**src/rtl/term_write_ctrl.sv**
```systemverilog
// rtl/term_write_ctrl.sv - Apple-1 style terminal write sequencer: cursor, wrap, scroll and clear-screen
module term_write_ctrl #(
    parameter int COLS   = 40,
    parameter int ROWS   = 24,
    parameter int ADDR_W = 10
) (
    input  logic              clk,
    input  logic              reset,
    input  logic              da,
    input  logic [6:0]        char_in,
    output logic              rda,
    input  logic              write_window,
    input  logic              clr_req,
    input  logic              scroll_done,
    output logic              wr_en,
    output logic [ADDR_W-1:0] wr_addr,
    output logic [5:0]        wr_char,
    output logic              scroll,
    output logic [5:0]        cursor_col,
    output logic [4:0]        cursor_row
);

    typedef enum logic [1:0] {
        S_IDLE      = 2'd0,
        S_WAIT_SLOT = 2'd1,
        S_SCROLL    = 2'd2,
        S_CLEAR     = 2'd3
    } state_t;

    localparam logic [ADDR_W-1:0] LAST_ADDR = ADDR_W'(COLS * ROWS - 1);
    localparam logic [ADDR_W-1:0] COLS_A    = ADDR_W'(COLS);
    localparam logic [5:0]        LAST_COL  = 6'(COLS - 1);
    localparam logic [4:0]        LAST_ROW  = 5'(ROWS - 1);

    state_t            state_q, state_d;
    logic              da_q;
    logic [6:0]        char_q, char_d;
    logic [5:0]        col_q, col_d;
    logic [4:0]        row_q, row_d;
    logic [ADDR_W-1:0] cnt_q, cnt_d;
    logic              pend_q, pend_d;
    logic              wr_en_q, wr_en_d;
    logic [ADDR_W-1:0] wr_addr_q, wr_addr_d;
    logic [5:0]        wr_char_q, wr_char_d;
    logic              scroll_q, scroll_d;
    logic              rda_q, rda_d;

    logic              accept;
    logic              printable;
    logic              newline;
    logic [ADDR_W-1:0] cur_addr;

    assign accept    = da & ~da_q;
    assign printable = (char_q >= 7'h20) && (char_q <= 7'h5F);
    assign newline   = (char_q == 7'h0D) || (printable && (col_q == LAST_COL));
    assign cur_addr  = ADDR_W'(row_q) * COLS_A + ADDR_W'(col_q);

    always_ff @(posedge clk or posedge reset) begin
        if (reset) begin
            state_q   <= S_IDLE;
            da_q      <= 1'b0;
            char_q    <= '0;
            col_q     <= '0;
            row_q     <= '0;
            cnt_q     <= '0;
            pend_q    <= 1'b0;
            wr_en_q   <= 1'b0;
            wr_addr_q <= '0;
            wr_char_q <= '0;
            scroll_q  <= 1'b0;
            rda_q     <= 1'b1;
        end else begin
            state_q   <= state_d;
            da_q      <= da;
            char_q    <= char_d;
            col_q     <= col_d;
            row_q     <= row_d;
            cnt_q     <= cnt_d;
            pend_q    <= pend_d;
            wr_en_q   <= wr_en_d;
            wr_addr_q <= wr_addr_d;
            wr_char_q <= wr_char_d;
            scroll_q  <= scroll_d;
            rda_q     <= rda_d;
        end
    end

    // A scroll out of the last row is deferred a cycle (pend) so it never overlaps the write strobe.
    always_comb begin
        state_d = state_q;
        case (state_q)
            S_IDLE: begin
                if (clr_req)     state_d = S_CLEAR;
                else if (accept) state_d = S_WAIT_SLOT;
            end
            S_WAIT_SLOT: begin
                if (clr_req) state_d = S_CLEAR;
                else if (write_window) begin
                    if (newline && (row_q == LAST_ROW)) state_d = S_SCROLL;
                    else                                state_d = S_IDLE;
                end
            end
            S_SCROLL: begin
                if (clr_req)                     state_d = S_CLEAR;
                else if (!pend_q && scroll_done) state_d = S_IDLE;
            end
            S_CLEAR: begin
                if (write_window && (cnt_q == LAST_ADDR)) state_d = S_IDLE;
            end
            default: state_d = S_IDLE;
        endcase
    end

    always_comb begin
        char_d    = char_q;
        col_d     = col_q;
        row_d     = row_q;
        cnt_d     = cnt_q;
        pend_d    = pend_q;
        wr_en_d   = 1'b0;
        wr_addr_d = wr_addr_q;
        wr_char_d = wr_char_q;
        scroll_d  = 1'b0;
        rda_d     = (state_d == S_IDLE);
        case (state_q)
            S_IDLE: begin
                if (clr_req)     cnt_d  = '0;
                else if (accept) char_d = char_in;
            end
            S_WAIT_SLOT: begin
                if (clr_req) cnt_d = '0;
                else if (write_window) begin
                    if (printable) begin
                        wr_en_d   = 1'b1;
                        wr_addr_d = cur_addr;
                        wr_char_d = char_q[5:0];
                        col_d     = col_q + 6'd1;
                    end
                    if (newline) begin
                        col_d = '0;
                        if (row_q != LAST_ROW) row_d  = row_q + 5'd1;
                        else                   pend_d = 1'b1;
                    end
                end
            end
            S_SCROLL: begin
                if (clr_req) begin
                    cnt_d  = '0;
                    pend_d = 1'b0;
                end else if (pend_q) begin
                    scroll_d = 1'b1;
                    pend_d   = 1'b0;
                end
            end
            S_CLEAR: begin
                if (write_window) begin
                    wr_en_d   = 1'b1;
                    wr_addr_d = cnt_q;
                    wr_char_d = 6'h20;
                    cnt_d     = cnt_q + 1'b1;
                    if (cnt_q == LAST_ADDR) begin
                        cnt_d = '0;
                        col_d = '0;
                        row_d = '0;
                    end
                end
            end
            default: ;
        endcase
    end

    assign rda        = rda_q;
    assign wr_en      = wr_en_q;
    assign wr_addr    = wr_addr_q;
    assign wr_char    = wr_char_q;
    assign scroll     = scroll_q;
    assign cursor_col = col_q;
    assign cursor_row = row_q;

endmodule

```
**config.mk**
```make
export PLATFORM = sky130hd
export DESIGN_NAME = term_write_ctrl
export DESIGN_NICKNAME = d
export VERILOG_FILES = /design/src/rtl/term_write_ctrl.sv
export SDC_FILE = /design/constraint.sdc
export NUM_CORES = 1
export LEC_CHECK = 0
export ABC_CLOCK_PERIOD_IN_PS = 5300
export BUFFER_PORTS_ARGS = -buffer_cell sky130_fd_sc_hd__buf_2
export CAP_MARGIN = 20
export CORE_UTILIZATION = 61
export CTS_CLUSTER_SIZE = 16
export DETAILED_ROUTE_END_ITERATION = 10
export PLACE_DENSITY = 0.82
export SLEW_MARGIN = 25
export SYNTH_ARGS = -nofsm -noshare
export SYNTH_HDL_FRONTEND = slang
export SYNTH_SLANG_ARGS = --single-unit
export TNS_END_PERCENT = 20
```
**constraint.sdc**
```tcl
create_clock -name clk -period 5.3 [get_ports clk]
set_clock_uncertainty 0.05 [all_clocks]
set_input_delay 0.53 -clock clk [delete_from_list [all_inputs] [get_ports clk]]
set_output_delay 0.53 -clock clk [all_outputs]
set_load 0.03 [all_outputs]
```
Yosys cells after proc, flatten, opt, wreduce, memory -nomap -nowiden
Cells that the tools add are included.

word-level totals
  logic and storage cells = 108
  input port bits = 13
  register bits = 51
  output and inout port bits = 30

operators by class
  magnitude comparators = 2
  multiplexer cells = 50
  multiply operators = 1
  bitwise logic cells = 3
  add/subtract/negate cells = 4
  equal/unequal tests = 18
  reduce and logical (&&, ||, !) cells = 18

operator list
  cell                     number
  $mux W10                 7
  $mux W6                  10
  $pmux W10 S2             2
  $mux W5                  6
  $pmux W6 S2              2
  $mux W2                  8
  $ne A2 B2 Y1 const B     8
  $mux W1                  11
  $add A10 B1 Y10 const B  1
  $add A10 B6 Y10          1
  $eq A10 B10 Y1 const B   1
  $pmux W5 S2              1
  $reduce_and A5 Y1        2
  $pmux W2 S4              1
  $eq A7 B4 Y1 const B     1
  $ge A7 B6 Y1 const B     1
  $le A7 B7 Y1 const B     1
  $mul A5 B3 Y7 const B    1
  $reduce_and A7 Y1        1
  $add A6 B1 Y6 const B    1
  $eq A6 B6 Y1 const B     1
  $reduce_and A6 Y1        1
  $add A5 B1 Y5 const B    1
  $eq A5 B5 Y1 const B     1
  other kinds (16)         25

Depth between registers and ports, before layout
Gate-level depths: netlist of the first run.

  word-level depth = 10
  depth in mapped cells = 8
  mapped depth without buffers = 8

Least setup slack after synthesis of the first run
Ideal clock, no wire load.

  path kind = register to register
  from = register row_q[3] (netlist: cursor_row[3])
  to = register wr_addr_q[9] (netlist: wr_addr[9])
  period minus slack after synthesis = 2561 ps
  required time = 5115 ps
  buffers on the path = 0
  arrival = 2376 ps
  setup time = 135 ps
  setup slack = 2739 ps
  stages on the path, launching flop included = 9
  cell sequence = dfrtp_1 > ha_1 > ha_1 > fa_1 > xor2_1 > o2111ai_1 > xnor3_1 > mux2i_1 > o21ai_0

between the ends
  cells in the longest elaborated chain, start to end = 6

RTL lines
  item                      line  RTL
  start: declaration        39    logic [4:0] row_q, row_d;
  start signal: assignment  77    row_q <= row_d;
  $mul A5 B3 Y7             56    assign cur_addr = ADDR_W'(row_q) * COLS_A + ADDR_W'(col_q);
  $add A10 B6 Y10           56
  $mux W10                  133   if (printable) begin
  $mux W10                  132   else if (write_window) begin
  $mux W10                  131   if (clr_req) cnt_d = '0;
  $pmux W10 S2              125   case (state_q)
  end signal: assignment    81    wr_addr_q <= wr_addr_d;
  end: declaration          43    logic [ADDR_W-1:0] wr_addr_q, wr_addr_d;

No other way between the ends. The select of a mux whose other input is x is not followed.
A chain may end at the register's enable or synchronous reset.

Final worst setup path of the first run
Same ends and word-level chain as after synthesis.

==> out/qor.txt, run 1 <==
CTS buffer count = 5
Worst EP required = 5.40 ns
Worst R2R Path Depth = 8
Synth area leader = dfrtp_1
Ys async rst share = 100%
Final hold violations = 0
Hold slack = 0.255 ns
Routing usage on met1 = 34.9%
Initial core utilization = 64.8%
Diode count = 0
Root Buffer = clkbuf_8
Starting DRT DRC Count = 126
Grt total ovfl = 0
Worst skew pair latency = 0.30 ns
Finished Layout Cells = 381
Rows = 24
Clock Path Buffers = 2
Cell mode on critical path = ha_1
Min-Delay Path Class = input pin to async pin
Final RePlAce weighted congestion = 0.868
Worst slew pin tran = 0.984 ns
Post-CTS Hold Buffers = 0
Grt met3 use = 5.27%
Crit start category = register
Cell count after synthesis = 288
Max Clk Rate = 0.387 GHz
Post-route antenna net violation count = 0
Slew HR = 34.2%
CTS tree = done
Internal power = 0.888 mW
Antenna violations before repair = 0
Status = finished with violations
Final Cell Area = 0.00321 mm²
Worst-path cell chain = ha_1 -> ha_1 -> fa_1 -> xor2_1 -> o2111ai_1 -> xnor3_1 -> mux2i_1 -> o21ai_0
Combinational group share of total power = 43.7%
Tcrit/Tclk final = 48.8%
Synth warn = 0
CP arrival = 2.68 ns
Worst vdd ir = 0.249 mV
WS Path Type = register to register
Flop pwr share = 39.6%
Post-DR wirelength/cell = 16.5 µm
Clk network pwr share = 16.7%
Setup bufs post-CTS = 0
Busiest grt layer = met2
H-tree Lvls = 2
Synth area leaders = dfrtp_1 (43%), nand2_1 (5.5%), ha_1 (5.2%), o21ai_0 (4.3%), nand3_1 (3.1%)
Final setup viols = 0
Slowest CP cell = dfrtp_1
I/O pin cnt = 43
Synth cell types = 60
Vias = 2358
WP buf/inv = 0
P_sw = 0.699 mW
M2 GR Usage = 44.8%
Total power = 1.59 mW
Synth cell count leaders = dfrtp_1 (50), nand2_1 (42), o21ai_0 (25)
Max stage delay on crit path = 0.47 ns
Routed WL = 6300 µm
Post-synth top area share = 43.5%
Yosys reg bits = 51
Main flop type after synthesis = dfrtp_1
Die width = 70.7 µm
Sequential-to-total area share from yosys stat = 44.4%
Post-synth EDFFs = 0
Fin crit period = 2.58 ns
Cell family with most CP delay = adder cells
Placed Cells = 373
DRC viols = 12
Die area = 0.00500 mm²
Slew Limit Fails = 0
CP Depth = 8
Post-placement cell area = 0.00311 mm²
Final net count = 355
Synthesized area = 0.00288 mm²
Failing checks = design-rule violations
Number of fill cells in the layout = 348
Drt first pass iters = 8
Die span in y = 70.7 µm
# port buffers = 42
GRT Total Usage = 26.8%
Share of layout cells above drive strength 1 = 21.9%
Crit-path max FO = 8
TNS Setup = 0 ns
Post_cts resized = 0
Core area = 0.00444 mm²
Via density = 6.19
Mapped Avg Cell Area = 9.99 µm²
First-pass GRT wire length = 10400 µm
Net Sw Frac = 44.0%
Clk sinks = 51
Worst-path clk slew = 0.09 ns
Setup crit end kind = register
Hpwl dp = 4580 µm
RSZ-0062 raised after global routing = no
Max_cap viols = 0
Area grow syn2layout = 11.7%
LEAKAGE = 1.61 nW
Synthesized net count = 315
Register area = 0.00128 mm²
Pwr dens = 494 mW/mm²
Area of the multi-input gates = 0.00151 mm²
Most common cell in the synthesized netlist = dfrtp_1
Vias in the first global route = 2210
Largest net degree at the start of global routing = 52
==> metrics by stage <==
step	util, %	setup WS, ns
after detailed placement	69.9	2.73
after global placement	69.8	2.79
after CTS	72.3	2.72
final	72.3	2.72
after global routing	72.3	2.60
after floorplan	-	2.74
==> cell families after synthesis <==
family / after synthesis / synth area share (%)
adder cells (fa/ha/maj): 14 / 6.61
flip-flops: 51 / 44.4
XOR/XNOR: 9 / 3.22
buffers and inverters: 19 / 3.00
AND/OR/NAND/NOR: 113 / 21.7
AO/OA/AOI/OAI: 67 / 15.6
multiplexers: 15 / 5.52
==> routing by layer <==
metal	wire length (µm)	share of wire [%]
met5	0	0
met4	123	2.0
met3	355	5.6
met2	2940	47
met1	2880	46
==> power groups by stage <==
stage,clock network (mW),registers (mW),logic [mW]
after floorplan,0,0.732,0.402
after global placement,0,0.625,0.672
after detailed placement,0,0.634,0.691
after CTS,0.267,0.625,0.694
after global routing,0.284,0.645,0.754
final,0.265,0.628,0.693
==> worst paths after layout <==
check	start	end	slack [ns]
worst min-delay path	reset	wr_char[1]$_DFFE_PP0P_	0.25
min in group clk	da	da_q$_DFF_PP0_	0.29
worst max-delay path	cursor_row[3]$_DFFE_PP0P_	wr_addr[9]$_DFFE_PP0P_	2.72
worst max register to register	cursor_row[3]$_DFFE_PP0P_	wr_addr[9]$_DFFE_PP0P_	2.72
worst min register to register	wr_char[4]$_DFFE_PP0P_	wr_char[4]$_DFFE_PP0P_	0.42
max in group asynchronous	reset	state_q[0]$_DFF_PP0_	4.53
==> final cells by class <==
type	instances	area share, %
timing repair buffer	42	6.54
tap	52	2.02
sequential	51	39.8
clock inverter	1	0.935
clock buffer	7	2.38
multi-input combinational	218	47.1
inverter	10	1.25
==> sequential cells by signal, summed over array words and instances (netlist names) <==
register / cells
wr_en: 1
cursor_row: 5
char_q: 7
scroll: 1
wr_addr: 10
cnt_q: 10
cursor_col: 6
state_q: 2
wr_char: 6
pend_q: 1
rda: 1
da_q: 1
==> placed cells by master, fill, tap and decap left out, types with 6 or more instances in the layout <==
master   count
nor2b_1      7
nor3_1       6
mux2i_1      8
dfrtp_1     50
nor2_1      11
inv_1        9
buf_2       42
mux2_2       7
ha_1        12
nand2_1     42
o21ai_0     25
a21oi_1     10
nand3_1     18
(Power assumes the default switching activity.)
==> inputs of run 2 (changes only) <==
--- a/config.mk
+++ b/config.mk
@@ -5,13 +5,14 @@
 export SDC_FILE = /design/constraint.sdc
 export NUM_CORES = 1
 export LEC_CHECK = 0
-export ABC_CLOCK_PERIOD_IN_PS = 5300
+export ABC_AREA = 1
+export ABC_CLOCK_PERIOD_IN_PS = 2370
 export BUFFER_PORTS_ARGS = -buffer_cell sky130_fd_sc_hd__buf_2
 export CAP_MARGIN = 20
-export CORE_UTILIZATION = 61
+export CORE_UTILIZATION = 51
 export CTS_CLUSTER_SIZE = 16
 export DETAILED_ROUTE_END_ITERATION = 10
-export PLACE_DENSITY = 0.82
+export PLACE_DENSITY = 0.72
 export SLEW_MARGIN = 25
 export SYNTH_ARGS = -nofsm -noshare
 export SYNTH_HDL_FRONTEND = slang
==> constraint.sdc (replaced) <==
create_clock -name clk -period 2.37 [get_ports clk]
set_clock_uncertainty 0.05 [all_clocks]
set_input_delay 0.237 -clock clk [delete_from_list [all_inputs] [get_ports clk]]
set_output_delay 0.237 -clock clk [all_outputs]
set_load 0.03 [all_outputs]
==> out/qor.txt, run 2 <==
CP arrival = 2.37 ns
Post-synth top area share = 43.3%
Vias = 2512
Post-DR wirelength/cell = 13.2 µm
Hpwl dp = 4790 µm
First-pass GRT wire length = 11200 µm
Die area = 0.00597 mm²
P_sw = 1.61 mW
WS Path Type = register to register
Setup crit end kind = register
Routing usage on met1 = 31.0%
M2 GR Usage = 39.6%
Combinational group share of total power = 44.8%
Die span in y = 77.3 µm
Vias in the first global route = 2456
Core area = 0.00547 mm²
Starting DRT DRC Count = 104
Internal power = 1.83 mW
Main flop type after synthesis = dfrtp_1
Pwr dens = 1040 mW/mm²
TNS Setup = 0 ns
Worst skew pair latency = 0.31 ns
Status = completed
Most frequent cells in the layout = nand2_1 (95), dfrtp_1 (49), buf_2 (42), nor2_1 (40), nand3_1 (33)
Synth area leaders = dfrtp_1 (43%), nand2_1 (12%), nand3_1 (5.7%), ha_1 (5.2%), nor2_1 (5.2%)
Worst vdd ir = 0.536 mV
Slew HR = 63.2%
Initial core utilization = 52.8%
Synthesized area = 0.00289 mm²
I/O pin cnt = 43
LEAKAGE = 1.69 nW
Max Clk Rate = 0.453 GHz
Post-synth EDFFs = 0
Drt first pass iters = 4
Routed WL = 6250 µm
Grt total ovfl = 0
RSZ-0062 raised after global routing = no
Mapped Avg Cell Area = 8.21 µm²
Clk sinks = 51
Fin worst setup slack = 0.164 ns
H-tree Lvls = 2
Ys async rst share = 100%
Clock Path Buffers = 2
GRT Total Usage = 23.7%
# port buffers = 42
Commonest non-fill, non-tap cell in the layout = nand2_1
Flop pwr share = 40.0%
Crit start category = register
Worst slew pin tran = 0.549 ns
Fin crit period = 2.21 ns
Die width = 77.3 µm
Grt met3 use = 2.86%
Placed Cells = 465
Synth cell count leaders = nand2_1 (95), dfrtp_1 (50), nor2_1 (40)
Worst EP required = 2.53 ns
Setup bufs post-CTS = 0
Sequential-to-total area share from yosys stat = 44.2%
Tcrit/Tclk final = 93.1%
Cell count after synthesis = 352
Final net count = 429
Area grow syn2layout = 14.2%
Finished Layout Cells = 475
Root Buffer = clkbuf_8
Clk network pwr share = 15.2%
Place WS = 0.134 ns
Post-route antenna net violation count = 0
CTS buffer count = 5
Antenna violations before repair = 0
Yosys reg bits = 51
Share of layout cells above drive strength 1 = 20.3%
Final setup viols = 0
Synthesized net count = 379
Most common cell in the synthesized netlist = nand2_1
Worst-path clk slew = 0.10 ns
Largest net degree at the start of global routing = 22
Busiest grt layer = met2
Final RePlAce weighted congestion = 0.822
Slew Limit Fails = 0
Synth warn = 0
Rows = 27
Hold slack = 0.0647 ns
Final hold violations = 0
Max_cap viols = 0
Net Sw Frac = 46.8%
Via density = 5.29
Min-Delay Path Class = input pin to register
CTS tree = done
Synth cell types = 38
Crit-path max FO = 7
DRC viols = 0
Diode count = 0
Synth area leader = dfrtp_1
run 2: final timing paths:
path | slack [ns] | to | depth (start not counted) | from
worst max-delay path | 0.16 | wr_addr[9]$_DFFE_PP0P_ | 11 | cursor_row[3]$_DFFE_PP0P_
worst min register to register | 0.44 | wr_char[2]$_DFFE_PP0P_ | 2 | wr_char[2]$_DFFE_PP0P_
max in group asynchronous | 1.30 | rda$_DFF_PP1_ | 4 | reset
min in group asynchronous | 0.36 | cnt_q[8]$_DFFE_PP0P_ | 3 | reset
worst min-delay path | 0.06 | scroll$_DFF_PP0_ | 2 | clr_req
worst max register to register | 0.16 | wr_addr[9]$_DFFE_PP0P_ | 11 | cursor_row[3]$_DFFE_PP0P_
run 2: kinds of logic after synthesis:
family                     count (synthesis)  synth area share (%)
muxes                                      6                  2.34
buffers and inverters                     40                  6.54
xor gates and xnor gates                  11                  3.33
AOI/OAI and AO/OA                         43                  9.44
DFF                                       51                  44.2
adders and majority gates                 14                  6.58
and+or+nand+nor                          187                  27.6
run 2: power groups by stage:
stage / logic (mW) / clock network [mW] / registers (mW)
final: 1.54 / 0.524 / 1.38
after global routing: 1.73 / 0.570 / 1.41
after CTS: 1.55 / 0.538 / 1.38
after detailed placement: 1.54 / 0 / 1.39
after global placement: 1.53 / 0 / 1.38
after floorplan: 0.905 / 0 / 1.64
run 2: area by class of cell:
cell class                      count  area [µm²]
Clock buffer                        5        68.8
Inverter                           31         116
Clock inverter                      3        23.8
Fill cell                         520        2170
Sequential cell                    51        1280
Tap cell                           72        90.1
Timing Repair Buffer               52         290
Multi-Input combinational cell    261        1430
run 2: worst max-delay path, cell delays in order, from the launching register on:
cell and delay, ns:
dfrtp_2 0.47, ha_1 0.29, ha_1 0.22, fa_1 0.41, xnor2_2 0.22, nor2_1 0.06, nand2_1 0.08, nor2_1 0.05
nor2_1 0.10, nand2_1 0.06, nand2_1 0.05, nand2_1 0.05
run 2: metrics by stage:
stage	power (mW)	instance area, µm²	util [%]
floorplan	2.54	2890	-
global placement	2.90	3180	58.1
detailed placement	2.94	3180	58.1
CTS	3.47	3290	60.1
global route	3.72	3300	60.3
finish	3.44	3300	60.3
run 2: what timing repair did:
item	in CTS	in global routing
endpoints found under the hold margin	14	0
resized for setup	0	2
hold buffers	2	0
setup endpoints to repair	0	1
run 2: layer usage:
layer / share of wire, % / vias to the layer above
met5: 0 / -
met4: 2.6 / 0
met3: 3.6 / 14
met2: 48 / 45
met1: 45 / 1198
li1: - / 1255
==> inputs of run 3 (changes only) <==
--- a/config.mk
+++ b/config.mk
@@ -9,7 +9,9 @@
 export ABC_CLOCK_PERIOD_IN_PS = 2370
 export BUFFER_PORTS_ARGS = -buffer_cell sky130_fd_sc_hd__buf_2
 export CAP_MARGIN = 20
-export CORE_UTILIZATION = 51
+export CELL_PAD_IN_SITES_DETAIL_PLACEMENT = 1
+export CELL_PAD_IN_SITES_GLOBAL_PLACEMENT = 2
+export CORE_UTILIZATION = 30
 export CTS_CLUSTER_SIZE = 16
 export DETAILED_ROUTE_END_ITERATION = 10
 export PLACE_DENSITY = 0.72
==> out/qor.txt, run 3 (same netlist as run 2, synthesis figures left out) <==
LEAKAGE = 1.71 nW
Starting DRT DRC Count = 56
Largest net degree at the start of global routing = 30
Final net count = 428
Die width = 100 µm
DRC viols = 0
Final hold violations = 0
Area grow syn2layout = 17.6%
Fin crit period = 2.13 ns
Max_cap viols = 0
Slew Limit Fails = 0
Via density = 4.70
Worst vdd ir = 0.324 mV
WS Path Type = register to register
Clk sinks = 51
Antenna violations before repair = 0
Clock Path Buffers = 2
Final Cell Area = 0.00340 mm²
Worst EP required = 2.58 ns
Commonest non-fill, non-tap cell in the layout = nand2_1
Min-Delay Path Class = input pin to register
Crit start category = register
Diode count = 0
Slowest CP cell = fa_1
Worst skew pair latency = 0.31 ns
Routed WL = 7650 µm
Setup crit end kind = register
Post-placement cell area = 0.00325 mm²
CTS tree = done
Rows = 35
Vias in the first global route = 2586
Most frequent cells in the layout = nand2_1 (95), dfrtp_1 (50), buf_2 (42), nor2_1 (40), nand3_1 (33)
TNS Setup = 0 ns
Post-DR wirelength/cell = 14.4 µm
Die area = 0.0100 mm²
Metal3 WL = 126 µm
Hpwl dp = 5870 µm
Crit-path max FO = 2
Tcrit/Tclk final = 90.0%
WL met1 = 3860 µm
Vias = 2496
Status = completed
Slew HR = 64.2%
Root Buffer = clkbuf_8
Pwr dens = 1060 mW/mm²
Final setup viols = 0
Max stage delay on crit path = 0.53 ns
Die span in y = 100 µm
Max Clk Rate = 0.469 GHz
Grt total ovfl = 0
Worst slew pin tran = 0.537 ns
Cell family with most CP delay = adder cells
Number of fill cells in the layout = 1155
WP buf/inv = 0
Finished Layout Cells = 531
Initial core utilization = 31.1%
Placed Cells = 521
GRT Total Usage = 16.6%
H-tree Lvls = 2
Final RePlAce weighted congestion = 0.747
Routed wl met2 = 3590 µm
Post-route antenna net violation count = 0
Setup bufs post-CTS = 0
Worst-path cell chain = ha_1 -> ha_1 -> fa_1 -> nand2_1 -> nor2_1 -> nand2_1 -> nor2_1 -> nor2_1 -> nand2_1 -> nand2_1 -> nand2_1
CP arrival = 2.34 ns
Register area = 0.00128 mm²
Area of the multi-input gates = 0.00143 mm²
RSZ-0062 raised after global routing = no
Worst-path clk slew = 0.11 ns
Share of layout cells above drive strength 1 = 19.9%
Core area = 0.00928 mm²
Top layer in use = met4
# port buffers = 42
CTS buffer count = 5
First-pass GRT wire length = 13000 µm
Cell mode on critical path = nand2_1
Hold slack = 0.0730 ns
Drt first pass iters = 4
I/O pin cnt = 43
run 3: changes by cell type in the layout (fill, tap and decap cells not counted), sizes merged:
| cell | before | now |
|---|---|---|
| clkinv | 0 | 1 |
| clkinvlp | 2 | 0 |
| buf | 50 | 49 |
| bufinv | 0 | 1 |
run 3: worst reg2reg max path, stage by stage (launching register included):
cell and delay [ns]:
dfrtp_1 0.40, ha_1 0.30, ha_1 0.23, fa_1 0.53, nand2_1 0.08, nor2_1 0.11
nand2_1 0.07, nor2_1 0.10, nor2_1 0.04, nand2_1 0.07, nand2_1 0.04, nand2_1 0.06
run 3: per-stage QoR:
step / utilization [%] / setup WS (ns) / power [mW]
after global placement: 35.1 / 0.291 / 2.96
after CTS: 36.5 / 0.202 / 3.64
after global routing: 36.6 / 0.0432 / 3.87
final: 36.6 / 0.237 / 3.59
after detailed placement: 35.1 / 0.226 / 2.99
after floorplan: - / 0.128 / 2.54
run 3: area by class of cell:
cell class / instances / share of cell area (%)
Clock buffer: 5 / 2.03
Tap cell: 129 / 4.75
Inverter: 31 / 3.42
Multi-Input combinational cell: 261 / 42.1
Timing Repair Buffer: 51 / 8.69
Sequential cell: 51 / 37.6
Clock inverter: 3 / 1.40
run 3: per-layer routing:
layer	global-route usage (%)	vias up
met5	0	-
met4	4.01	0
met3	2.16	4
met2	27.8	22
met1	22.8	1214
li1	-	1256
run 3: power by group:
group	switching [mW]	internal (mW)	total [mW]
combinational	1.09	0.480	1.57
clock	0.320	0.321	0.641
sequential	0.252	1.13	1.38
run 3: final timing paths:
check,startpoint,endpoint,slack [ns],cells after the start
setup / recovery,cursor_row[1]$_DFFE_PP0P_,wr_addr[9]$_DFFE_PP0P_,0.24,11
hold / removal,clr_req,scroll$_DFF_PP0_,0.07,2
setup reg to reg,cursor_row[1]$_DFFE_PP0P_,wr_addr[9]$_DFFE_PP0P_,0.24,11
hold reg to reg,wr_char[0]$_DFFE_PP0P_,wr_char[0]$_DFFE_PP0P_,0.44,2
max in group asynchronous,reset,rda$_DFF_PP1_,1.18,4
min in group asynchronous,reset,wr_addr[9]$_DFFE_PP0P_,0.46,3
run 3: timing repair:
action	CTS	global route
hold buffers	2	0
setup endpoints to repair	0	1
gates resized for setup	0	1
hold endpoints to repair	23	0
